### config.mk
export PLATFORM = sky130hd
export DESIGN_NAME = ex_divider
export DESIGN_NICKNAME = d
export VERILOG_FILES = /design/src/rtl/ex_divider.sv
export SDC_FILE = /design/constraint.sdc
export NUM_CORES = 1
export LEC_CHECK = 0
export CORE_AREA = 10 10 193 195
export DETAILED_ROUTE_END_ITERATION = 12
export DIE_AREA = 0 0 203 205
export DONT_BUFFER_PORTS = 1
export PLACE_DENSITY = 0.51
export REMOVE_ABC_BUFFERS = 1
export SLEW_MARGIN = 15
export SYNTH_ARGS = -nofsm -noshare
export SYNTH_HDL_FRONTEND = slang
export SYNTH_SLANG_ARGS = --single-unit
### constraint.sdc
create_clock -name CLK -period 10.15 [get_ports CLK]
set_input_delay 2.03 -clock CLK [delete_from_list [all_inputs] [get_ports CLK]]
set_output_delay 2.03 -clock CLK [all_outputs]
set_load 0.01 [all_outputs]
### src/rtl/ex_divider.sv
// Multi-cycle 32-bit integer divider for the EX stage (DIV/DIVU/REM/REMU).
// Restoring radix-2 over 32 cycles; divide-by-zero and signed overflow bypass the loop.
`timescale 1ns/1ps
module ex_divider (
  input  logic        CLK,
  input  logic        RESET,
  input  logic        START,
  input  logic [2:0]  FUNCT3_IN,
  input  logic [31:0] OUT1_IN,
  input  logic [31:0] OUT2_IN,
  output logic [31:0] RESULT,
  output logic        DONE,
  output logic        BUSYWAIT
);

  typedef enum logic [1:0] {IDLE, CALC, FINISH} state_t;

  state_t      state_q, state_d;
  logic [5:0]  cnt_q, cnt_d;
  logic        sel_rem_q, sel_rem_d;
  logic        sign_a_q, sign_a_d;
  logic        sign_b_q, sign_b_d;
  logic [31:0] quo_q, quo_d;   // dividend bits shift out the top, quotient bits shift in
  logic [31:0] rem_q, rem_d;
  logic [31:0] dvs_q, dvs_d;
  logic [31:0] result_q, result_d;
  logic        done_q, done_d;

  logic        accept;
  logic        is_signed_in;
  logic        div_zero;
  logic        sig_ovf;
  logic [31:0] mag_a;
  logic [31:0] mag_b;
  logic [32:0] shifted;
  logic [32:0] diff;
  logic        q_bit;
  logic [31:0] quo_step;
  logic [31:0] rem_step;
  logic [31:0] quo_fin;
  logic [31:0] rem_fin;

  assign accept       = (state_q == IDLE) && START && FUNCT3_IN[2];
  assign is_signed_in = ~FUNCT3_IN[0];
  assign div_zero     = (OUT2_IN == 32'h0);
  assign sig_ovf      = is_signed_in && (OUT1_IN == 32'h8000_0000) && (OUT2_IN == 32'hFFFF_FFFF);
  assign mag_a        = (is_signed_in && OUT1_IN[31]) ? (32'h0 - OUT1_IN) : OUT1_IN;
  assign mag_b        = (is_signed_in && OUT2_IN[31]) ? (32'h0 - OUT2_IN) : OUT2_IN;

  // One restoring step: shift next dividend bit into the partial remainder and try to subtract.
  assign shifted  = {rem_q, quo_q[31]};
  assign diff     = shifted - {1'b0, dvs_q};
  assign q_bit    = ~diff[32];
  assign rem_step = q_bit ? diff[31:0] : {rem_q[30:0], quo_q[31]};
  assign quo_step = {quo_q[30:0], q_bit};
  assign quo_fin  = (sign_a_q ^ sign_b_q) ? (32'h0 - quo_step) : quo_step;
  assign rem_fin  = sign_a_q ? (32'h0 - rem_step) : rem_step;

  assign BUSYWAIT = ~RESET & (accept | (state_q == CALC));
  assign RESULT   = result_q;
  assign DONE     = done_q;

  always_comb begin
    state_d   = state_q;
    cnt_d     = cnt_q;
    sel_rem_d = sel_rem_q;
    sign_a_d  = sign_a_q;
    sign_b_d  = sign_b_q;
    quo_d     = quo_q;
    rem_d     = rem_q;
    dvs_d     = dvs_q;
    result_d  = result_q;
    done_d    = 1'b0;
    case (state_q)
      IDLE: begin
        if (accept) begin
          sel_rem_d = FUNCT3_IN[1];
          sign_a_d  = is_signed_in & OUT1_IN[31];
          sign_b_d  = is_signed_in & OUT2_IN[31];
          quo_d     = mag_a;
          dvs_d     = mag_b;
          rem_d     = 32'h0;
          cnt_d     = 6'd0;
          if (div_zero) begin
            state_d  = FINISH;
            done_d   = 1'b1;
            result_d = FUNCT3_IN[1] ? OUT1_IN : 32'hFFFF_FFFF;
          end else if (sig_ovf) begin
            state_d  = FINISH;
            done_d   = 1'b1;
            result_d = FUNCT3_IN[1] ? 32'h0 : 32'h8000_0000;
          end else begin
            state_d = CALC;
          end
        end
      end
      CALC: begin
        quo_d = quo_step;
        rem_d = rem_step;
        cnt_d = cnt_q + 6'd1;
        if (cnt_q == 6'd31) begin
          state_d  = FINISH;
          done_d   = 1'b1;
          cnt_d    = 6'd0;
          result_d = sel_rem_q ? rem_fin : quo_fin;
        end
      end
      FINISH: begin
        state_d = IDLE;
      end
      default: begin
        state_d = IDLE;
      end
    endcase
  end

  always_ff @(posedge CLK) begin
    if (RESET) begin
      state_q   <= IDLE;
      cnt_q     <= 6'd0;
      sel_rem_q <= 1'b0;
      sign_a_q  <= 1'b0;
      sign_b_q  <= 1'b0;
      quo_q     <= 32'h0;
      rem_q     <= 32'h0;
      dvs_q     <= 32'h0;
      result_q  <= 32'h0;
      done_q    <= 1'b0;
    end else begin
      state_q   <= state_d;
      cnt_q     <= cnt_d;
      sel_rem_q <= sel_rem_d;
      sign_a_q  <= sign_a_d;
      sign_b_q  <= sign_b_d;
      quo_q     <= quo_d;
      rem_q     <= rem_d;
      dvs_q     <= dvs_d;
      result_q  <= result_d;
      done_q    <= done_d;
    end
  end

endmodule

# After elaboration in Yosys (flattened, before gate mapping)

Cells that the tools add are included.

Flip-flop bits (word level): 140
Bits of input ports: 70
Output and inout port bits: 34
Logic and storage cells: 74

$add $sub $neg: 6
Equality and inequality tests: 7
Mux-type cells: 30
Bitwise logic cells: 8
Reductions and logical operators: 13

Operators by type and width:

| operator                | number |
|---|---|
| $mux W32                | 14 |
| $pmux W32 S2            | 3 |
| $sub A1 B32 Y32 const A | 4 |
| $eq A32 B32 Y1 const B  | 2 |
| $sub A33 B32 Y33        | 1 |
| $logic_not A32 Y1       | 1 |
| $mux W6                 | 2 |
| $pmux W6 S2             | 1 |
| $mux W2                 | 4 |
| $add A6 B1 Y6 const B   | 1 |
| $eq A6 B5 Y1 const B    | 1 |
| $logic_and A1 B1 Y1     | 6 |
| $reduce_and A2 Y1       | 3 |
| $mux W1                 | 4 |
| $pmux W2 S2             | 1 |
| $reduce_and A4 Y1       | 1 |
| $and A1 B1 Y1           | 3 |
| $ne A3 B3 Y1 const B    | 1 |
| $not A1 Y1              | 3 |
| $eq A2 B1 Y1 const B    | 1 |
| $logic_not A2 Y1        | 1 |
| $ne A2 B1 Y1 const B    | 1 |
| $ne A2 B2 Y1 const B    | 1 |
| $pmux W1 S2             | 1 |
| 3 further kinds         | 3 |

# Depth between registers and ports, before layout

Depth in word-level cells: 7
Mapped depth: 26
Mapped depth without buffers: 22

# Worst setup path after synthesis

No wires, ideal clock.

Path type: reg-to-reg
From: register quo_q[31]
To: register result_q[30], in the netlist RESULT[30]
Library setup time: 0.136 ns
Data arrival time: 4.727 ns
Required time: 10.014 ns
Path slack: 5.287 ns
Cell stages (with the launch flop): 27
Buffers on the path: 4
Period minus slack after synthesis: 4.863 ns
Cell sequence: dfxtp_1 > inv_1 > ha_1 > fa_1 > nand2b_1 > a21oi_4 > o21ai_2 > a211oi_4 > o21a_1 > buf_4 > nor2_8 > inv_2 > buf_2 > buf_4 > buf_2 > ha_1 > nand2b_1 > nor4_1 > and2_1 > and2_0 > nor3b_1 > a21oi_1 > xor2_1 > a22oi_1 > nor2_1 > a21oi_1 > o32ai_1

Longest elaborated chain between the ends: 7

Ends and longest elaborated chain:

| what                                          | RTL line | source |
|---|---|---|
| from (decl)                                   | 23       | `logic [31:0] quo_q, quo_d;` |
| from (signal assigned)                        | 135      | `quo_q <= quo_d;` |
| $sub A33 B32 Y33                              | 52       | `assign diff = shifted - {1'b0, dvs_q};` |
| $mux W32 / $not A1 Y1 (equally long branches) | 54, 53   |  |
| $sub A1 B32 Y32 (on tied branches)            | 57, 56   |  |
| $mux W32 (on tied branches)                   | 57, 56   |  |
| $mux W32 (*)                                  | 105      | `result_d = sel_rem_q ? rem_fin : quo_fin;` |
| $mux W32 (*)                                  | 101      | `if (cnt_q == 6'd31) begin` |
| $pmux W32 S2 (*)                              | 74       | `case (state_q)` |
| to (signal assigned)                          | 138      | `result_q <= result_d;` |
| to (decl)                                     | 26       | `logic [31:0] result_q, result_d;` |

Mark *: on every way between the ends. The rest lies on a longest branch, timed or not. The select of a mux whose other input is x is not followed.
A chain may end at the register's enable or synchronous reset.

# Worst setup path after layout

Ends and elaborated chain as after synthesis.

==> impl_metrics.env <==
export IMPL_grt_pass1_vias=11000
export IMPL_firstDrtPassIters=6
export IMPL_worstPathCellList="inv_1 > ha_1 > fa_1 > nand2b_1 > a21oi_4 > o21ai_2 > a211oi_4 > o21a_1 > nor2_8 > inv_2 > ha_1 > nand2b_1 > nor4_1 > and2_1 > and2_0 > nor3b_1 > a21oi_1 > xor2_1 > a22oi_1 > nor2_1 > a21oi_1 > o32ai_1"
export IMPL_cts_tree="done"
export IMPL_grt_first_pass_wirelength_um=63600
export IMPL_grt_ovfl_total=0
export IMPL_hold_viol=0
export IMPL_synth_area_sq_mm=0.0115
export IMPL_avgSynthCellArea_sq_um=7.15
export IMPL_antenna_cells=0
export IMPL_synthCells=1609
export IMPL_cts_made_buffers=17
export IMPL_setup_viol=0
export IMPL_ys_ff_latch=140
export IMPL_synth_distinct_cells=79
export IMPL_fin_nets=1651
export IMPL_fin_crit_ps=6130
export IMPL_crit_buf_inv=2
export IMPL_port_buffers=0
export IMPL_clk_path_buf_depth=2
export IMPL_design_die_area_sq_mm=0.0416
export IMPL_final_max_slew_viol_count=0
export IMPL_power_leakage_nw=4.33
export IMPL_max_stage_delay_ps=610
export IMPL_synth_area_leaders="dfxtp_1, nor2_1, a21oi_1"
export IMPL_pin_count=104
export IMPL_core_area_sq_mm=0.0333
export IMPL_rows=67
export IMPL_design_power_total_mw=1.78
export IMPL_wl_per_cell_um=20.5
export IMPL_fin_crit_sh=0.604
export IMPL_yosysSeqAreaShare=0.244
export IMPL_track_usage=0.193
export IMPL_critical_path_top_delay_family="simple AND/OR/NAND/NOR gates"
export IMPL_start_util=0.346
export IMPL_worst_pin_slew_ps=1270
export IMPL_yosysWarnings=0
export IMPL_slew_headroom=0.149
export IMPL_drv_cap=0
export IMPL_dp_hpwl_um=30600
export IMPL_finClkSkew_ps=12.4
export IMPL_fin_util=0.372
export IMPL_setup_tns_final_ps=0
export IMPL_cts_resized=0
export IMPL_synth_main_ff_cell="dfxtp_1"
export IMPL_cp_max_fo=38
export IMPL_ant_nets=0
export IMPL_fin_hold_ws_ps=461
export IMPL_clockRootBuffer="clkbuf_16"
export IMPL_grt_max_degree=143
export IMPL_max_freq_mhz=163
export IMPL_via_count=11700
export IMPL_die_h_um=205
export IMPL_drive_above_1_share=0.0547
export IMPL_synthArstFlopShare=0
export IMPL_critPathArrivalTime_ps=6450
export IMPL_ctsHoldBuffers=0
export IMPL_die_x_um=203
export IMPL_vdd_drop_max_uv=124
export IMPL_hp_class="reg2reg"
export IMPL_drt_total_wl_um=41200
export IMPL_antenna_found_initial=0
export IMPL_rsz0062_at_grt="no"
export IMPL_crit_slowest_cell="inv_2"
export IMPL_drt_initial_drc_count=963
export IMPL_clkTransAtPathRegs_ps=70
export IMPL_synth_top_area_cell="dfxtp_1"
export IMPL_yosysTopAreaCellShare=0.244
export IMPL_vias_per_cell=5.85
export IMPL_worst_setup_path_start_kind="register"
export IMPL_area_growth_pct=7.65
export IMPL_h_tree_depth=4
export IMPL_gp_congestion=0.864
export IMPL_clk_insertion_delay_late_ps=450
export IMPL_stdcell_count=2003
export IMPL_post_cts_setup_buffers=0
export IMPL_dp_cells=1971
export IMPL_required_ps=10470
export IMPL_drc=0
export IMPL_critical_path_class="reg2reg"
export IMPL_cp_end_kind="register"
export IMPL_synth_edf_count=0
export IMPL_clock_sinks=140
export IMPL_status="finished, final reports clean"
export IMPL_powerDensity_mw_per_mm2=144
==> cell type report <==
type	instances	area [sq um]
sequential	140	2800
clock inverter	13	139
timing repair buffer	12	90.1
multi-input combinational	1308	8110
fill	3551	20900
inverter	63	236
tap	448	561
clock buffer	19	443
==> routing by layer <==
layer  global-route usage  wire, um
met5                    0         0
met3               0.0461      2480
met2                0.323     19600
met4               0.0770      1320
met1                0.232     17700
==> worst min-delay path, delay by kind of cell, from the launching register on <==
family          cells  cell delay (ps)
compound gates      1               50
simple gates        1               60
flops               1              310
==> Yosys cell counts, types with 34 or more instances <==
library cell / count
o21ai_0: 93
inv_1: 62
a22oi_1: 34
dfxtp_1: 140
nor2_1: 213
nand2_1: 141
ha_1: 38
a21oi_1: 156
a211oi_1: 46
a31oi_1: 45
clkbuf_1: 68
xor2_1: 57
xnor2_1: 70
nand3_1: 39
nor3_1: 54
==> per-stage QoR <==
step,worst slack (ps),area [sq um]
4_1_cts,4130,12400
5_1_grt,3470,12400
2_1_floorplan,2950,11100
6_report,4020,12400
3_5_place_dp,4160,11800
3_3_place_gp,4110,11800
==> registers in the layout (all words and copies together) (netlist names) <==
name and count:
RESULT 32, quo_q 32, state_q 2, cnt_q 6, rem_q 32, dvs_q 32
sign_a_q 1, sel_rem_q 1, sign_b_q 1, DONE 1
==> report_power, final <==
part	switching (mW)	internal [mW]	leakage, nW
Clock	0.275	0.369	0.284
Sequential	0.0265	0.574	1.14
Combinational	0.344	0.195	2.91
==> cells in the final DEF (no fill, tap or decap), drive strengths merged, types with 6 or more instances in the layout <==
cell type / Yosys / routed
clkinv: 0 / 6
a31oi: 45 / 45
and3: 10 / 10
o21ai: 99 / 99
dfxtp: 140 / 140
nor2: 214 / 214
clkbuf: 68 / 19
nor3: 56 / 56
nor2b: 6 / 6
a211oi: 48 / 48
and2: 10 / 10
a21o: 9 / 9
mux2: 6 / 6
inv: 63 / 66
or3: 24 / 24
buf: 30 / 12
a21boi: 8 / 8
xnor2: 70 / 70
nand3: 39 / 39
a22oi: 35 / 35
a311oi: 16 / 16
o31ai: 14 / 14
nor4: 23 / 23
o211ai: 25 / 25
nand4: 20 / 20
o31a: 8 / 8
nand2b: 21 / 21
mux2i: 20 / 20
xor2: 57 / 57
ha: 38 / 38
a21oi: 163 / 163
o21a: 16 / 16
nand2: 141 / 141
==> logic make-up after synthesis <==
| kind of cell | synth area share |
|---|---|
| simple gates | 0.241 |
| flops | 0.244 |
| mux | 0.0233 |
| compound gates | 0.297 |
| buf+inv | 0.0555 |
| fa+ha+maj | 0.0431 |
| xor+xnor | 0.0967 |
==> worst paths after layout <==
kind | start | cells past startpoint | slack [ps] | end
hold reg to reg | dvs_q[31] | 2 | 460 | dvs_q[31]
hold / removal | dvs_q[31] | 2 | 460 | dvs_q[31]
setup reg to reg | quo_q[31] | 22 | 4020 | RESULT[30]
setup / recovery | quo_q[31] | 22 | 4020 | RESULT[30]
Power figures use the tool's default switching activity.
